File: src/rtl/dnn_result_unit.sv
// Result stage: captures the class-score vector on core_done, runs a one-class-per-cycle
// signed argmax scan, and provides a registered bounds-checked readout of the captured bank.
module dnn_result_unit #(
    parameter int DATA_WIDTH  = 14,
    parameter int NUM_CLASSES = 10,
    parameter int IDX_WIDTH   = 4
) (
    input  logic                                clk,
    input  logic                                rst,
    input  logic                                clear,
    input  logic                                core_done,
    input  logic [NUM_CLASSES*DATA_WIDTH-1:0]   core_out,
    output logic                                busy,
    output logic                                result_valid,
    output logic [IDX_WIDTH-1:0]                result_class,
    output logic signed [DATA_WIDTH-1:0]        result_score,
    output logic                                overrun,
    input  logic [IDX_WIDTH-1:0]                rd_idx,
    output logic signed [DATA_WIDTH-1:0]        rd_data,
    output logic                                rd_err
);

    typedef enum logic [1:0] {IDLE, SCAN, DONE} state_t;

    localparam logic [IDX_WIDTH-1:0] LAST_IDX    = IDX_WIDTH'(NUM_CLASSES - 1);
    localparam logic [IDX_WIDTH-1:0] FIRST_CNT   = IDX_WIDTH'((NUM_CLASSES > 1) ? 1 : 0);
    localparam logic [IDX_WIDTH:0]   CLASS_COUNT = (IDX_WIDTH + 1)'(NUM_CLASSES);

    state_t                      state, state_next;
    logic signed [DATA_WIDTH-1:0] bank [NUM_CLASSES];
    logic signed [DATA_WIDTH-1:0] best_score, cand_score, scan_score, class0;
    logic [IDX_WIDTH-1:0]        best_idx, cand_idx, cnt, rd_sel;
    logic                        rd_oob, scan_last;

    assign class0    = core_out[DATA_WIDTH-1:0];
    assign scan_last = (state == SCAN) && (cnt == LAST_IDX);

    // Strictly-greater replacement keeps the lowest index on ties.
    always_comb begin
        scan_score = bank[cnt];
        cand_score = best_score;
        cand_idx   = best_idx;
        if (scan_score > best_score) begin
            cand_score = scan_score;
            cand_idx   = cnt;
        end
    end

    always_comb begin
        rd_oob = ({1'b0, rd_idx} >= CLASS_COUNT);
        rd_sel = rd_oob ? '0 : rd_idx;
    end

    always_ff @(posedge clk or negedge rst) begin
        if (!rst) begin
            state <= IDLE;
        end else begin
            state <= state_next;
        end
    end

    always_comb begin
        state_next = state;
        if (clear) begin
            state_next = IDLE;
        end else if (core_done) begin
            state_next = (NUM_CLASSES == 1) ? DONE : SCAN;
        end else if (scan_last) begin
            state_next = DONE;
        end
    end

    always_comb begin
        busy         = (state == SCAN);
        result_valid = (state == DONE);
    end

    always_ff @(posedge clk or negedge rst) begin
        if (!rst) begin
            bank         <= '{default: '0};
            best_score   <= '0;
            best_idx     <= '0;
            cnt          <= '0;
            result_class <= '0;
            result_score <= '0;
            overrun      <= 1'b0;
            rd_data      <= '0;
            rd_err       <= 1'b0;
        end else begin
            // Readout samples the bank as it stood before this edge's capture.
            rd_data <= bank[rd_sel];
            rd_err  <= rd_oob;
            if (clear) begin
                overrun      <= 1'b0;
                result_class <= '0;
                result_score <= '0;
            end else if (core_done) begin
                for (int unsigned k = 0; k < NUM_CLASSES; k++) begin
                    bank[k] <= core_out[k*DATA_WIDTH +: DATA_WIDTH];
                end
                best_score <= class0;
                best_idx   <= '0;
                cnt        <= FIRST_CNT;
                if (state == SCAN) begin
                    overrun <= 1'b1;
                end
                if (NUM_CLASSES == 1) begin
                    result_class <= '0;
                    result_score <= class0;
                end
            end else if (state == SCAN) begin
                best_score <= cand_score;
                best_idx   <= cand_idx;
                if (scan_last) begin
                    result_class <= cand_idx;
                    result_score <= cand_score;
                end else begin
                    cnt <= cnt + 1'b1;
                end
            end
        end
    end

endmodule

File: config.mk
export PLATFORM = sky130hd
export DESIGN_NAME = dnn_result_unit
export DESIGN_NICKNAME = d
export VERILOG_FILES = /design/src/rtl/dnn_result_unit.sv
export SDC_FILE = /design/constraint.sdc
export NUM_CORES = 1
export LEC_CHECK = 0
export CAP_MARGIN = 20
export CORE_MARGIN = 2
export CORE_UTILIZATION = 50
export DETAILED_ROUTE_END_ITERATION = 10
export PLACE_DENSITY = 0.76
export SETUP_SLACK_MARGIN = 0.5
export SYNTH_ARGS = -nofsm -noshare
export SYNTH_HDL_FRONTEND = slang
export SYNTH_SLANG_ARGS = --single-unit
File: constraint.sdc
create_clock -name clk -period 4.04 [get_ports clk]
set_input_delay 0.808 -clock clk [delete_from_list [all_inputs] [get_ports clk]]
set_output_delay 0.808 -clock clk [all_outputs]
set_load 0.01 [all_outputs]
==> results of run 1 <==
cells in the mapped netlist (2+ instances only):
cell type | instances | area share [%]
buf_1 | 7 | 0.25
o221ai_1 | 15 | 1.2
a31oi_1 | 2 | 0.12
o211ai_1 | 57 | 4.1
nand3_1 | 17 | 0.81
o31ai_1 | 2 | 0.14
nor2b_1 | 5 | 0.30
buf_4 | 4 | 0.29
nor2_1 | 11 | 0.39
nand4_1 | 4 | 0.24
o21a_1 | 2 | 0.14
a32o_1 | 4 | 0.38
a21boi_0 | 14 | 1.0
nand2_1 | 506 | 18
nand2b_1 | 2 | 0.12
clkbuf_1 | 61 | 2.2
and2_1 | 2 | 0.12
ha_1 | 16 | 1.9
mux4_2 | 42 | 9.0
dfrtp_1 | 198 | 47
o22a_1 | 14 | 1.2
inv_1 | 30 | 1.1
mux2_2 | 14 | 1.5
mux2i_1 | 42 | 4.0
o21ai_0 | 32 | 1.5
nor3_1 | 2 | 0.095
buf_2 | 7 | 0.33
o311ai_1 | 8 | 0.67
a21oi_1 | 7 | 0.33
o311ai_0 | 5 | 0.42
logic make-up (layout without fill, tap and decap cells):
family / Yosys count / in the layout / synth area share, %
XOR/XNOR: 2 / 2 / 0.166
AO/OA/AOI/OAI: 168 / 168 / 11.7
AND/OR/NAND/NOR: 554 / 554 / 20.4
multiplexers: 98 / 98 / 14.5
adder cells (fa/ha/maj): 16 / 16 / 1.90
flip-flops: 198 / 198 / 47.1
buffers and inverters: 111 / 289 / 4.25
path summary, 6_finish.rpt:
kind / startpoint / endpoint / slack, ps / cells past startpoint
min in group clk: result_class[3] / result_class[3] / 480 / 2
worst min register to register: result_class[3] / result_class[3] / 480 / 2
worst max-delay path: cnt[0] / result_class[0] / 420 / 13
max in group asynchronous: rst / bank[121] / 2710 / 2
worst min-delay path: rst / state[0] / 420 / 1
worst max register to register: cnt[0] / result_class[0] / 420 / 13
power by group through the flow:
stage,clock network [uW],registers (uW),logic (uW)
5_1_grt,1910,2550,2480
2_1_floorplan,0,2440,1250
4_1_cts,1830,2510,2140
3_5_place_dp,0,2550,1880
3_3_place_gp,0,2540,1830
6_report,1820,2530,2300
metrics by stage:
| stage | total power, uW | hold slack (ps) | instance area, um2 |
|---|---|---|---|
| floorplan | 3700 | 457 | 10600 |
| global placement | 4370 | 454 | 12700 |
| detailed placement | 4430 | 475 | 12700 |
| CTS | 6480 | 452 | 13500 |
| global route | 6940 | 483 | 13700 |
| finish | 6650 | 419 | 13700 |
area by class of cell:
| type | count | share of cell area [%] |
|---|---|---|
| inverter | 31 | 0.869 |
| timing repair buffer | 227 | 17.1 |
| multi-input combinational | 838 | 38.7 |
| tap | 275 | 2.52 |
| sequential | 198 | 36.2 |
| clock inverter | 9 | 1.02 |
| clock buffer | 22 | 3.61 |
registers in the layout, indices dropped and copies added, names as in the netlist:
signal and count:
overrun 1, best_idx 4, result_class 4, best_score 14
rd_err 1, state 2, result_score 14, cnt 4
bank 140, rd_data 14
per-layer routing:
metal  GRT usage, %  vias to the layer above
met2           44.9                      474
met4           8.00                        0
met3           4.92                       52
li1               -                     4262
met1           42.3                     4489
met5              0                        -
worst register-to-register path, delay by kind of cell (launching register included):
| family | cells | cell delay (ps) |
|---|---|---|
| adder cells (fa/ha/maj) | 1 | 290 |
| AO/OA/AOI/OAI | 3 | 640 |
| AND/OR/NAND/NOR | 3 | 940 |
| buffers and inverters | 4 | 530 |
| multiplexers | 2 | 710 |
| flip-flops | 1 | 410 |
what timing repair did:
action                                 4_1_cts  5_1_grt
resized for setup                           17       21
setup endpoints to repair                   28       35
cloned                                       3        1
pin swaps                                    9       17
setup buffers                                8        2
endpoints found under the hold margin        0        0
hold buffers                                 0        0
==> flow_summary.json, run 1 <==
{
  "status": "finished, final reports clean",
  "met2WireLength_mm": 14.8,
  "crit_family": "simple AND/OR/NAND/NOR gates",
  "worst-setup-path-type": "register to register",
  "cts_tree": "yes",
  "yosys_warnings": 0,
  "p_sw_share_pct": 33.9,
  "cts.sinks": 198,
  "io_pins": 184,
  "dieArea_um2": 22200,
  "required_ps": 4360,
  "crit_chain": "buf_4 > buf_16 > mux4_2 > mux2i_2 > o22a_1 > inv_1 > ha_4 > nand4_1 > or4_1 > o211a_2 > or2_4 > buf_12 > a221o_1",
  "p_comb_share_pct": 34.7,
  "syn_area_um2": 10500,
  "die_w_um": 149,
  "critPathSlowestCell": "or4_1",
  "area_growth_pct": 29.9,
  "multi_input_area_um2": 5290,
  "topRoutingLayerUsed": "met4",
  "dpl.cell_count": 1555,
  "coreArea_um2": 20800,
  "max-cap-violations": 0,
  "grt.overflow.total": 0,
  "gp_congestion": 0.905,
  "slew_violations": 0,
  "drt-total-wl_mm": 31.7,
  "slew_headroom_pct": 51.7,
  "seq_power_share_pct": 38.0,
  "antenna_found_initial": 0,
  "tns_ps": 0,
  "antenna_left": 0,
  "start_util_pct": 50.6,
  "fin_cells": 1600,
  "place_hpwl_mm": 22.8,
  "drtIter0Drc": 914,
  "async_reset_ff_share_pct": 100,
  "rsz0062_at_grt": "yes",
  "fin_crit_sh_pct": 89.6,
  "clockBufferDepth": 2,
  "cts_root_buf": "clkbuf_16",
  "diodes": 0,
  "synth.distinct_cells": 45,
  "synth_edf_count": 0,
  "endpoint_kind": "register",
  "htree_num_levels": 4,
  "synth_nets": 1311,
  "grt_pass1_wl_mm": 49.3,
  "p_int_uw": 4390,
  "cts.clk_slew.worst_paths_ps": 70,
  "grt_start_max_net_pins": 123,
  "finalHoldViolCount": 0,
  "final_nets": 1477,
  "final_util_pct": 65.7,
  "synth-main-ff-cell": "dfrtp_1",
  "setup_ws_ps": 421,
  "vias_per_cell": 5.80,
  "finClkSkew_ps": 14.5,
  "period_minus_slack_ps": 3620,
  "cpPeakStageDelay_ps": 520,
  "grt_usage_pct": 28.9,
  "ys_ff_latch": 198,
  "die_h_um": 149,
  "num_rows": 53,
  "final_common_cell": "nand2_1",
  "grt_pass1_vias": 8930,
  "path_buf_inv": 4,
  "start_kind": "register",
  "p_leak_uw": 0.00646,
  "setup_viol": 0,
  "drc_errors": 0,
  "worst_slew_pin_slew_ps": 724,
  "syn-instance-count": 1147,
  "port_buffers": 183,
  "ys_seq_area_share_pct": 47.1,
  "irDropWorstVdd_mv": 0.297,
  "firstDrtPassIters": 5,
  "cp.arrival_ps": 3940,
  "avgRoutedWirePerCell_um": 19.8,
  "power-per-cell-area_nw_per_um2": 486,
  "timing.fmax_mhz": 276,
  "synth.avg_cell_area_um2": 9.18,
  "layout_common_cells": "nand2_1, dfrtp_1, clkdlybuf4s50_1",
  "pre_cts_ws_ps": 240,
  "hold_path_class": "primary input to async pin",
  "insertion_delay_ps": 440,
  "ff_latch_area_um2": 4960,
  "vias": 9277,
  "critical_path.max_fanout": 7,
  "switchingPower_uw": 2250,
  "power_frac_clock_pct": 27.3,
  "fillCellCount": 1640,
  "drive_gt1_share_pct": 12.1,
  "numCtsBuffers": 17,
  "m1WireLength_mm": 13.5,
  "wl_met3_mm": 2.66
}
(Power assumes the default switching activity.)
==> inputs of run 2 (changes only) <==
--- a/config.mk
+++ b/config.mk
@@ -6,11 +6,14 @@
 export NUM_CORES = 1
 export LEC_CHECK = 0
 export CAP_MARGIN = 20
+export CELL_PAD_IN_SITES_DETAIL_PLACEMENT = 0
+export CELL_PAD_IN_SITES_GLOBAL_PLACEMENT = 1
 export CORE_MARGIN = 2
-export CORE_UTILIZATION = 50
+export CORE_UTILIZATION = 41
 export DETAILED_ROUTE_END_ITERATION = 10
-export PLACE_DENSITY = 0.76
+export PLACE_DENSITY_LB_ADDON = 0.1
 export SETUP_SLACK_MARGIN = 0.5
+export SKIP_LAST_GASP = 1
 export SYNTH_ARGS = -nofsm -noshare
 export SYNTH_HDL_FRONTEND = slang
 export SYNTH_SLANG_ARGS = --single-unit
==> flow_summary.json, run 2 (same netlist as run 1, synthesis figures left out) <==
{
  "antenna_left": 0,
  "area_growth_pct": 31.9,
  "cts_tree": "yes",
  "final_nets": 1480,
  "regToRegSetupSlack_ps": 420,
  "largest_reg_flops": 140,
  "start_util_pct": 41.8,
  "regMostFlops": "bank",
  "place_hpwl_mm": 24.1,
  "gp_congestion": 0.880,
  "cts_hold_buf": 0,
  "drtIter0Drc": 631,
  "slew_headroom_pct": 46.7,
  "finClkSkew_ps": 19.4,
  "multi_input_area_um2": 5400,
  "r2r_cells": 13,
  "coreArea_um2": 25200,
  "cts_root_buf": "clkbuf_16",
  "slew_violations": 0,
  "path_buf_inv": 4,
  "power-per-cell-area_nw_per_um2": 491,
  "port_buffers": 183,
  "vias": 8972,
  "setup_viol": 0,
  "vias_per_cell": 5.41,
  "numCtsBuffers": 17,
  "grt_pass1_vias": 8851,
  "crit_family": "simple AND/OR/NAND/NOR gates",
  "grt_usage_pct": 25.5,
  "fillCellCount": 2254,
  "period_minus_slack_ps": 3620,
  "hold_path_class": "primary input to async pin",
  "reg2reg_from": "cnt[0]",
  "dieArea_um2": 27000,
  "die_h_um": 164,
  "layout_common_cells": "nand2_1, dfrtp_1, clkdlybuf4s50_1",
  "cts.sinks": 198,
  "p_leak_uw": 0.00647,
  "dpl.cell_count": 1610,
  "drc_errors": 0,
  "rsz0062_at_grt": "yes",
  "start_kind": "register",
  "irDropWorstVdd_mv": 0.375,
  "ff_latch_area_um2": 4960,
  "status": "finished, final reports clean",
  "finalHoldViolCount": 0,
  "grt_start_max_net_pins": 80,
  "reg2reg_to": "result_class[0]",
  "antenna_found_initial": 0,
  "fin_cells": 1658,
  "diodes": 0,
  "final_common_cell": "nand2_1",
  "worst_slew_pin_slew_ps": 797,
  "worst-setup-path-type": "register to register",
  "cpPeakStageDelay_ps": 550,
  "max-cap-violations": 0,
  "critPathSlowestCell": "or4_4",
  "endpoint_kind": "register",
  "critPathMostFrequentCell": "buf_12",
  "num_rows": 58,
  "cts.clk_slew.worst_paths_ps": 80,
  "firstDrtPassIters": 5,
  "fin_crit_sh_pct": 89.5,
  "critical_path.max_fanout": 9,
  "drive_gt1_share_pct": 13.4,
  "required_ps": 4360,
  "insertion_delay_ps": 440,
  "die_w_um": 164,
  "htree_num_levels": 4,
  "tns_ps": 0,
  "io_pins": 184,
  "cp.arrival_ps": 3940,
  "drt-total-wl_mm": 33.5,
  "timing.fmax_mhz": 277,
  "crit_chain": "buf_12 > buf_12 > mux4_2 > mux2i_4 > o22a_1 > inv_2 > ha_4 > nand4_1 > or4_4 > o211a_4 > or2_4 > buf_12 > a221o_1",
  "avgRoutedWirePerCell_um": 20.2,
  "grt_pass1_wl_mm": 51.7,
  "grt.overflow.total": 0,
  "clockBufferDepth": 2
}
run 2: cell count changes in the layout (fill, tap and decap cells not counted), moves of 3 or more:
cell,previous run,this run
buf_12,6,11
mux2i_1,37,34
ha_4,4,7
clkbuf_8,6,2
inv_1,28,23
buf_6,5,2
bufinv_16,3,0
inv_8,0,3
inv_2,2,8
ha_1,12,9
run 2: through the flow:
step	total power, uW	util, %	hold slack, ps	worst slack, ps	area, um2
2_1_floorplan	3700	-	457	519	10600
5_1_grt	7160	55.1	412	323	13900
4_1_cts	6320	53.8	399	524	13600
6_report	6810	55.1	366	425	13900
3_5_place_dp	4450	50.7	458	357	12800
3_3_place_gp	4420	50.7	455	492	12800
run 2: final cells by class:
cell class	instances	area share, %
clock buffers	18	3.16
inverters	31	0.838
well taps	330	2.97
clock inverters	13	0.820
repair buffers	230	17.6
flip-flops and latches	198	35.7
multi-input cells	838	38.9
run 2: power breakdown:
group | switching [uW] | internal, uW
registers | 279 | 2250
logic | 1330 | 1300
clock network | 835 | 823
run 2: how the worst max path moves through the flow:
stage	from	to	slack [ps]	depth (start not counted)
after floorplan	cnt[0]	result_class[0]	520	14
after global placement	cnt[0]	result_class[0]	490	12
after detailed placement	cnt[0]	result_score[2]	360	12
after CTS	cnt[0]	result_class[0]	520	14
after global routing	cnt[0]	result_score[8]	320	13
final	cnt[0]	result_class[0]	420	13
run 2: worst reg2reg max path: stages, from the launching register on:
cell and delay [ps]:
dfrtp_2 400, buf_12 130, buf_12 130, mux4_2 540, mux2i_4 200, o22a_1 170, inv_2 60, ha_4 270
nand4_1 130, or4_4 550, o211a_4 170, or2_4 270, buf_12 150, a221o_1 330
run 2: repair_timing:
item,4_1_cts,5_1_grt
pin swaps,4,23
cloned,3,3
buffers inserted,6,5
resized for setup,19,38
setup endpoints to repair,18,36
run 2: routing by layer:
layer	global-route usage (%)	up-vias	share of wire (%)
met5	0	-	0
met4	7.89	0	2.3
met3	3.33	35	5.9
met2	37.6	307	45
met1	38.9	4372	47
li1	-	4258	-
==> inputs of run 3 (changes only) <==
--- a/config.mk
+++ b/config.mk
@@ -5,13 +5,15 @@
 export SDC_FILE = /design/constraint.sdc
 export NUM_CORES = 1
 export LEC_CHECK = 0
+export ABC_AREA = 0
 export CAP_MARGIN = 20
 export CELL_PAD_IN_SITES_DETAIL_PLACEMENT = 0
 export CELL_PAD_IN_SITES_GLOBAL_PLACEMENT = 1
 export CORE_MARGIN = 2
 export CORE_UTILIZATION = 41
 export DETAILED_ROUTE_END_ITERATION = 10
-export PLACE_DENSITY_LB_ADDON = 0.1
+export GPL_ROUTABILITY_DRIVEN = 1
+export PLACE_DENSITY = 0.87
 export SETUP_SLACK_MARGIN = 0.5
 export SKIP_LAST_GASP = 1
 export SYNTH_ARGS = -nofsm -noshare
==> flow_summary.json, run 3 (same netlist as run 1, synthesis figures left out) <==
{
  "drtIter0Drc": 857,
  "die_h_um": 164,
  "finalHoldViolCount": 0,
  "p_int_uw": 4030,
  "finClkSkew_ps": 12.4,
  "setup_viol": 0,
  "diodes": 0,
  "antenna_left": 0,
  "tns_ps": 0,
  "power-per-cell-area_nw_per_um2": 463,
  "p_leak_uw": 0.00639,
  "fillCellCount": 2263,
  "worst-setup-path-type": "register to register",
  "cts_tree": "yes",
  "power_frac_clock_pct": 28.4,
  "place_hpwl_mm": 24.1,
  "cts_hold_buf": 0,
  "final_common_cell": "nand2_1",
  "status": "finished, final reports clean",
  "start_kind": "register",
  "drive_gt1_share_pct": 11.2,
  "vias_per_cell": 5.54,
  "fin_crit_sh_pct": 88.0,
  "grt_pass1_vias": 8973,
  "seq_power_share_pct": 40.4,
  "switchingPower_uw": 2240,
  "layout_common_cells": "nand2_1, dfrtp_1, clkdlybuf4s50_1",
  "io_pins": 184,
  "coreArea_um2": 25200,
  "numCtsBuffers": 17,
  "required_ps": 4370,
  "setup_ws_ps": 487,
  "rsz0062_at_grt": "yes",
  "avgRoutedWirePerCell_um": 19.7,
  "timing.fmax_mhz": 281,
  "port_buffers": 183,
  "grt_pass1_wl_mm": 50.1,
  "grt_usage_pct": 24.5,
  "final_nets": 1472,
  "worst_slew_pin_slew_ps": 722,
  "slew_violations": 0,
  "max-cap-violations": 0,
  "num_rows": 58,
  "grt_start_max_net_pins": 86,
  "firstDrtPassIters": 5,
  "hold_path_class": "primary input to async pin",
  "htree_num_levels": 4,
  "insertion_delay_ps": 450,
  "drt-total-wl_mm": 32.5,
  "critical_path.max_fanout": 21,
  "regMostFlops": "bank",
  "die_w_um": 164,
  "cp.arrival_ps": 3880,
  "gp_congestion": 0.932,
  "start_util_pct": 41.8,
  "largest_reg_flops": 140,
  "p_comb_share_pct": 31.2,
  "slew_headroom_pct": 51.7,
  "clockBufferDepth": 2,
  "p_sw_share_pct": 35.8,
  "antenna_found_initial": 0,
  "cts.sinks": 198,
  "dieArea_um2": 27000,
  "drc_errors": 0,
  "endpoint_kind": "register",
  "cts_root_buf": "clkbuf_16",
  "cts.clk_slew.worst_paths_ps": 70,
  "period_minus_slack_ps": 3550,
  "area_growth_pct": 28.6,
  "grt.overflow.total": 0,
  "irDropWorstVdd_mv": 0.297,
  "pre_cts_ws_ps": 269,
  "vias": 9142
}
-- run 3: final timing paths --
path	cells after the start	startpoint	slack, ps	endpoint
min in group clk	2	result_class[3]	480	result_class[3]
hold reg to reg	2	result_class[3]	480	result_class[3]
setup reg to reg	12	cnt[0]	490	result_score[3]
max in group asynchronous	2	rst	2690	bank[93]
setup / recovery	12	cnt[0]	490	result_score[3]
hold / removal	1	rst	380	result_class[3]
-- run 3: cell type report --
| type | count | area [um2] | share of cell area, % |
|---|---|---|---|
| clock buffers | 18 | 439 | 3.24 |
| clock inverters | 14 | 175 | 1.29 |
| inverters | 31 | 116 | 0.859 |
| multi-input cells | 838 | 5220 | 38.5 |
| flip-flops and latches | 198 | 4960 | 36.6 |
| well taps | 330 | 413 | 3.05 |
| repair buffers | 222 | 2220 | 16.4 |
-- run 3: worst max-delay path, stage by stage (launching register included) --
cell       delay [ps]
dfrtp_2           470
clkbuf_16         200
mux4_2            500
mux2i_1           170
o22a_1            160
inv_1              70
ha_1              290
nand4_1           150
or4_1             550
o211a_2           140
or2_1             230
buf_6             180
o311ai_1          320
-- run 3: metrics by stage --
| step | power, uW | utilization (%) | hold WS (ps) | std cells | instance area (um2) |
|---|---|---|---|---|---|
| 3_5_place_dp | 4410 | 50.7 | 466 | 1611 | 12800 |
| 3_3_place_gp | 4380 | 50.7 | 465 | 1611 | 12800 |
| 6_report | 6270 | 53.8 | 384 | 1651 | 13500 |
| 2_1_floorplan | 3700 | - | 457 | 1147 | 10600 |
| 5_1_grt | 6580 | 53.8 | 435 | 1651 | 13500 |
| 4_1_cts | 6210 | 53.3 | 430 | 1644 | 13400 |
-- run 3: routing by layer --
metal	share of wire (%)	up-vias	GRT usage, %
li1	-	4247	-
met1	45	4434	35.3
met2	44	401	36.8
met3	7.8	60	5.23
met4	3.0	0	7.97
met5	0	-	0
-- run 3: power by group through the flow --
| stage | registers (uW) | logic [uW] | clock network [uW] |
|---|---|---|---|
| 6_report | 2530 | 1960 | 1780 |
| 5_1_grt | 2560 | 2150 | 1870 |
| 4_1_cts | 2520 | 1880 | 1800 |
| 3_5_place_dp | 2560 | 1850 | 0 |
| 3_3_place_gp | 2550 | 1820 | 0 |
| 2_1_floorplan | 2440 | 1250 | 0 |
-- run 3: repair_timing --
action / in CTS / in global routing
setup buffers: 1 / 6
pin swaps: 0 / 2
gates cloned: 0 / 1
gates resized for setup: 11 / 13
setup endpoints to repair: 19 / 35
